===== src/rtl/instr_fetch.sv =====
// Program-counter register and instruction-fetch sequencer.
// Holds the architectural PC and fetches the word at that PC over a
// ready-based handshake. It presents the word to decode until the core
// retires it with advance.
module instr_fetch #(
    parameter logic [31:0] RESET_PC  = 32'h0000_0000,
    parameter logic [31:0] NOP_INSTR = 32'h0000_0013
) (
    input  logic        clk,
    input  logic        rst_n,
    output logic [31:0] pc,
    input  logic [31:0] pc_next,
    input  logic        advance,
    output logic [31:0] instr,
    output logic        instr_valid,
    output logic        mem_read,
    output logic [29:0] mem_addr,
    input  logic [31:0] mem_rdata,
    input  logic        mem_ready,
    output logic        misalign,
    output logic [31:0] fetch_count
);

    typedef enum logic [1:0] {
        StIdle  = 2'd0,
        StFetch = 2'd1,
        StValid = 2'd2
    } state_t;

    state_t      state_q, state_d;
    logic [31:0] pc_q, pc_d;
    logic [31:0] instr_q, instr_d;
    logic        misalign_q, misalign_d;
    logic [31:0] count_q, count_d;

    // State register; reset drops any outstanding memory response
    always_ff @(posedge clk or negedge rst_n) begin
        if (!rst_n) begin
            state_q    <= StIdle;
            pc_q       <= RESET_PC;
            instr_q    <= NOP_INSTR;
            misalign_q <= 1'b0;
            count_q    <= 32'd0;
        end else begin
            state_q    <= state_d;
            pc_q       <= pc_d;
            instr_q    <= instr_d;
            misalign_q <= misalign_d;
            count_q    <= count_d;
        end
    end

    // Next-state logic: capture on mem_ready in FETCH, load PC on advance in VALID
    always_comb begin
        state_d    = state_q;
        pc_d       = pc_q;
        instr_d    = instr_q;
        misalign_d = misalign_q;
        count_d    = count_q;
        case (state_q)
            StIdle: begin
                state_d = StFetch;
            end
            StFetch: begin
                if (mem_ready) begin
                    instr_d = mem_rdata;
                    count_d = count_q + 32'd1;
                    state_d = StValid;
                end
            end
            StValid: begin
                if (advance) begin
                    // Low bits are dropped; a non-zero pair is only flagged
                    pc_d    = {pc_next[31:2], 2'b00};
                    instr_d = NOP_INSTR;
                    state_d = StFetch;
                    if (pc_next[1:0] != 2'b00) begin
                        misalign_d = 1'b1;
                    end
                end
            end
            default: begin
                state_d = StIdle;
            end
        endcase
    end

    // Outputs come straight from registers or the state decode
    always_comb begin
        pc          = pc_q;
        instr       = instr_q;
        instr_valid = (state_q == StValid);
        mem_read    = (state_q == StFetch);
        mem_addr    = pc_q[31:2];
        misalign    = misalign_q;
        fetch_count = count_q;
    end

endmodule


===== config.mk =====
export PLATFORM = sky130hd
export DESIGN_NAME = instr_fetch
export DESIGN_NICKNAME = d
export VERILOG_FILES = /design/src/rtl/instr_fetch.sv
export SDC_FILE = /design/constraint.sdc
export NUM_CORES = 1
export LEC_CHECK = 0
export BUFFER_PORTS_ARGS = -buffer_cell sky130_fd_sc_hd__buf_2
export CORE_MARGIN = 3
export CORE_UTILIZATION = 50
export CTS_CLUSTER_DIAMETER = 120
export DETAILED_ROUTE_END_ITERATION = 10
export GPL_ROUTABILITY_DRIVEN = 1
export PLACE_DENSITY = 0.95
export SETUP_SLACK_MARGIN = 0.02
export SLEW_MARGIN = 20
export SYNTH_ARGS = -nofsm -noshare
export SYNTH_HDL_FRONTEND = slang
export SYNTH_SLANG_ARGS = --single-unit

===== constraint.sdc =====
create_clock -name clk -period 2.75 [get_ports clk]
set_clock_uncertainty 0.05 [all_clocks]
set_input_delay 0.4125 -clock clk [delete_from_list [all_inputs] [get_ports clk]]
set_output_delay 0.4125 -clock clk [all_outputs]
set_load 0.02 [all_outputs]

# After elaboration in Yosys (flattened, before gate mapping)
# Cells that the tools add are included.
# Widths: inputs -> output; s select.
# classes
add_sub_neg	1
n_eq_ne	4
mux	6
n_reduce_logical	8
# ops
operator	n
$mux 32	2
$pmux 32 s2	1
$add 32x1->32 const B	1
$pmux 2 s3	1
$reduce_and 2->1	3
$reduce_and 3->1	2
$mux 2	2
$reduce_bool 2->1	2
$eq 2x1->1 const B	1
$eq 2x2->1 const B	1
$logic_not 2->1	1
$ne 2x1->1 const B	1
$ne 2x2->1 const B	1
# word_totals
ff_bits	97
inputBits	68
wordCells	24

# Longest topological paths before layout
# depth
depth_word	3
mapped_depth	7

# Worst setup path before layout
# OpenSTA, ideal clock, no wires.
# synth_timing
kind	register to register
start	register state_q[0]
end	register instr_q[26] (netlist: instr[26])
setup_time_ns	0.121
t_arrival_ns	1.603
required_ns	2.579
setup_slack_ns	0.976
path_stages_with_launch	8
n_path_buf	3
period_less_slack_ns	1.774
cell_sequence	dfrtp_1 nor2b_1 and2_1 buf_2 a21oi_1 buf_2 buf_4 a22o_1
# synth_between
elab_chain_len	3
# synth_lines
item	line_no	text
from (decl)	30	state_t state_q, state_d;
from (signal assigned)	39	state_q <= StIdle;
from (signal assigned)	45	state_q <= state_d;
$eq 2x1->1 *	-	
via mem_read	16	output logic mem_read,
$ne 2x1->1 (no line) / $reduce_bool 2->1 (equally long branches)	-	
$reduce_and 3->1 (no line)	-	
to (signal assigned)	47	instr_q <= instr_d;
to (decl)	32	logic [31:0] instr_q, instr_d;
# The timed path passes the listed nets; every way through them passes the cells marked *.
# A chain may end at the register's enable or synchronous reset.

# Worst setup path after layout
# layout_timing
start	register count_q[8] (netlist: fetch_count[8])
end	register count_q[27] (netlist: fetch_count[27])
# layout_between
elab_chain_len	1
# layout_lines
item	line_no	text
from (decl)	34	logic [31:0] count_q, count_d;
from (signal assigned)	49	count_q <= count_d;
$add 32x1->32	67	count_d = count_q + 32'd1;
# Every way passes these cells.

==> impl_summary.md <==
Setup path
The start point of the critical path is fetch_count[8]. The origin of the critical flop-to-flop path is fetch_count[8]. The signal arrival time at the worst endpoint is around 2200 ps. STA classifies the critical path startpoint as a flip-flop. The worst-case reg-to-reg path depth is 4. The largest driver fanout on the critical path is 17. The critical path is of the flip-flop to flip-flop type. Walking the worst path, the cells encountered are nand3_2 -> nor4_4 -> nand4_1 -> xnor2_1. The biggest cell delay along the critical path is roughly 820 ps. The capturing element type of the critical path is a flip-flop. The kind of cell adding the most delay to the critical path is simple AND/OR/NAND/NOR gates. The worst reg2reg path endpoint is fetch_count[27]. The library cell contributing the largest single delay on the critical path is nor4_4.

The critical path contains buffers and inverters numbering 0 combined. For the worst setup path, the data required time is 2940 ps. The reg-to-reg setup timing slack is a little under 800 ps.

Placed design
Routability-driven placement finished with a final weighted congestion of 0.891. Input and output buffers added on the ports amount to a little under 200. The pre-CTS setup slack is 781 ps. Detailed placement finished with a half-perimeter wire length of 7.15 mm.

Die
For this configuration, the core starts out at a cell density of 52.2%. The count of pins on the block boundary is a little under 200. The total area inside the core boundary comes to about 7800 µm². The die covers 9280 µm². The height of the die is 96.3 µm. The floorplan has 32 rows. The width of the die is 96.3 µm.

Pwr
The worst-case IR drop observed on VDD is 574 µV. Combinational cells account for 45.1% of the total power. Sequential cells account for 40.2% of the total power.

The leakage power summed over all cells is 2.67 nW. The internal power of the cells totals 3.26 mW. The ratio of total power to cell area is 1110 nW/µm². The share of total power dissipated in the clock network is 14.7%. The switching power is 2.40 mW.

The net switching fraction of the power is between 40% and 50%.

Layout
The share of layout cells above drive strength 1 is 52.6%. The number of antenna diodes in the final layout is 0. Fill cells in the final layout number 610. The post-synthesis to final-layout area growth is 25.3%.

The net total in the final layout is roughly 550. The leading cell type in the layout, fill and taps excluded is buf_2. The top cell types in the final layout, fill and taps aside, are buf_2, dfrtp_1, mux2_2.

Clock tree
The CTS tree is yes. The number of buffers created by CTS is 9. The cell at the root of the clock tree is clkbuf_8. Clock-pin slew was measured on the worst setup and hold paths at 100 ps. CTS built an H-tree with a depth of 3.

The number of buffers inserted by post-CTS setup repair is 0. The quantity of hold-fixing buffers added after cts is 0. The tree built by TritonCTS fans out to 97 sinks. At the later pin of the worst-skew pair, clock insertion delay measures 350 ps.

The count of cells resized by post-cts repair is 0. The longest clock path from root to sink contains 2 buffers.

Timing
The tightest slew margin relative to the limit is 40.4%. The number of endpoints with negative hold slack in the final report came to 4. After layout, the minimum clock period comes to 1980 ps.

For the final routed database, the setup TNS stands at 0 ps. The fmax is 506 MHz. Setup repair after global routing left no endpoint under its margin. Setup violations remaining at the end of the flow were counted as 0. For the pin with the worst max-slew slack, the measured transition is 887 ps. The count of final max-slew check failures came to 0. On the final layout, the worst hold slack is -5.93 ps. The final period utilization is 71.8%. Setup slack closes at 775 ps.

Status
The flow ran to the end, but the final reports show violations. The checks that failed: negative hold slack.

Synthesis
Synthesis instantiated 34 different standard cells from the library. The cell accounting for the most synthesized area is dfrtp_1. The count of flip-flops with a built-in enable after synthesis is 0. The mean cell area of the mapped netlist is 13.2 µm².

In the synthesized netlist the dominant register cell turns out to be dfrtp_1. The flip-flop and latch count after synthesis is 97. The post-synthesis cell area is 4080 µm². Summed over its instances, the top area cell type makes up 57.7% of the synthesized netlist area. The proportion of register bits with asynchronous set or reset after synthesis is 100%. The count of warnings emitted by yosys is 0.

After synthesis, flip-flops and latches occupy 59.6% of the total area. By area the synthesized netlist is led by dfrtp_1, mux2_2, a22o_1. Synthesis produced 310 cells.

Global route
The number of global-route vias before repair was 2964. The first global-routing pass estimated 14.4 mm of wire. The overall routing resource usage is 20.1%.

The number of antenna violations at the first check in global routing is 0. The largest net degree at the start of global routing is 52. Summed over all layers, the global routing overflow is 0.

Flow run
Across the run, the number of max-cap violations was 0.

Routing
The post-detailed-route wirelength per cell is between 15 and 20 µm. The post-route DRC violation count is 0. Once detail routing completed, the nets flagged for antenna violations numbered 0.

The via count of the routed design is 3027. After detailed routing, the number of vias per cell comes to 5.19. The number of optimization iterations in the first detailed-route pass is 5. Summed over all layers, the routed wires come to 9.49 mm. The first routing iteration left 120 violations.

Worst hold path
The path class of the tightest hold or removal check is input port to async pin.
power groups by stage:
stage / sequential [mW] / clock [mW] / combinational (mW)
after global routing: 2.34 / 0.925 / 2.73
after floorplan: 2.86 / 0 / 1.33
after CTS: 2.28 / 0.860 / 2.59
after global placement: 2.26 / 0 / 2.50
after detailed placement: 2.29 / 0 / 2.59
final: 2.28 / 0.833 / 2.55
metal layers:
layer  GRT usage (%)  wire (µm)  up-vias  part of all wire (%)
li1                -          -     1392                     -
met1            23.5       3570     1495                    38
met2            35.8       5130      129                    54
met3            4.22        659       11                   6.9
met4            8.18        142        0                   1.5
met5               0          0        -                     0
synthesized netlist by cell type, types with 2 or more instances:
cell and number:
dfrtp_1 94, buf_4 33, mux2_2 30, a22o_1 29, xnor2_1 28, nand4_1 15
nand2_1 12, nand3_1 12, buf_2 6, clkbuf_1 5, and2_1 4, and3_1 4
nor2_1 4, and4_1 3, dfstp_2 3, nor3_1 3, o22a_1 3, xor2_1 3
inv_1 2, nand2b_1 2, nor2b_1 2
state kept, by name, summed over array words and instances (netlist names):
register / flops
instr: 32
misalign: 1
pc: 30
state_q: 2
fetch_count: 32
cells by family (layout without fill, tap and decap cells):
| kind of cell | after synthesis | in the layout | share of synthesized area (%) |
|---|---|---|---|
| flops | 97 | 97 | 59.6 |
| compound gates | 36 | 36 | 7.48 |
| buf+inv | 47 | 217 | 7.73 |
| other cells | 1 | 2 | 0.0919 |
| mux | 30 | 30 | 8.28 |
| xor+xnor | 31 | 31 | 6.66 |
| simple gates | 67 | 67 | 9.85 |
| fa+ha+maj | 1 | 1 | 0.307 |
how the worst max path moves through the flow:
stage / to / cells past startpoint
5_1_grt: fetch_count[28] / 4
4_1_cts: fetch_count[27] / 4
3_5_place_dp: fetch_count[27] / 4
3_3_place_gp: fetch_count[30] / 4
2_1_floorplan: instr[26] / 7
6_report: fetch_count[27] / 4
area by class of cell:
cell class / instances / area, µm² / area share [%]
clock buffers: 10 / 138 / 2.69
multi-input cells: 167 / 1340 / 26.2
clock inverters: 6 / 42.5 / 0.833
well taps: 102 / 128 / 2.50
repair buffers: 199 / 1020 / 20.0
inverters: 2 / 7.51 / 0.147
flip-flops and latches: 97 / 2430 / 47.6
stage by stage:
step	instances	hold slack (ps)	total power, mW	area (µm²)	util [%]
finish	583	-5.93	5.66	5110	65.4
global route	583	31.2	6.00	5110	65.4
CTS	583	11.1	5.72	5110	65.4
detailed placement	567	404	4.88	4930	63.1
global placement	567	399	4.76	4930	63.1
floorplan	311	66.9	4.18	4080	-
Note: power is estimated with default switching activity, not from simulation.
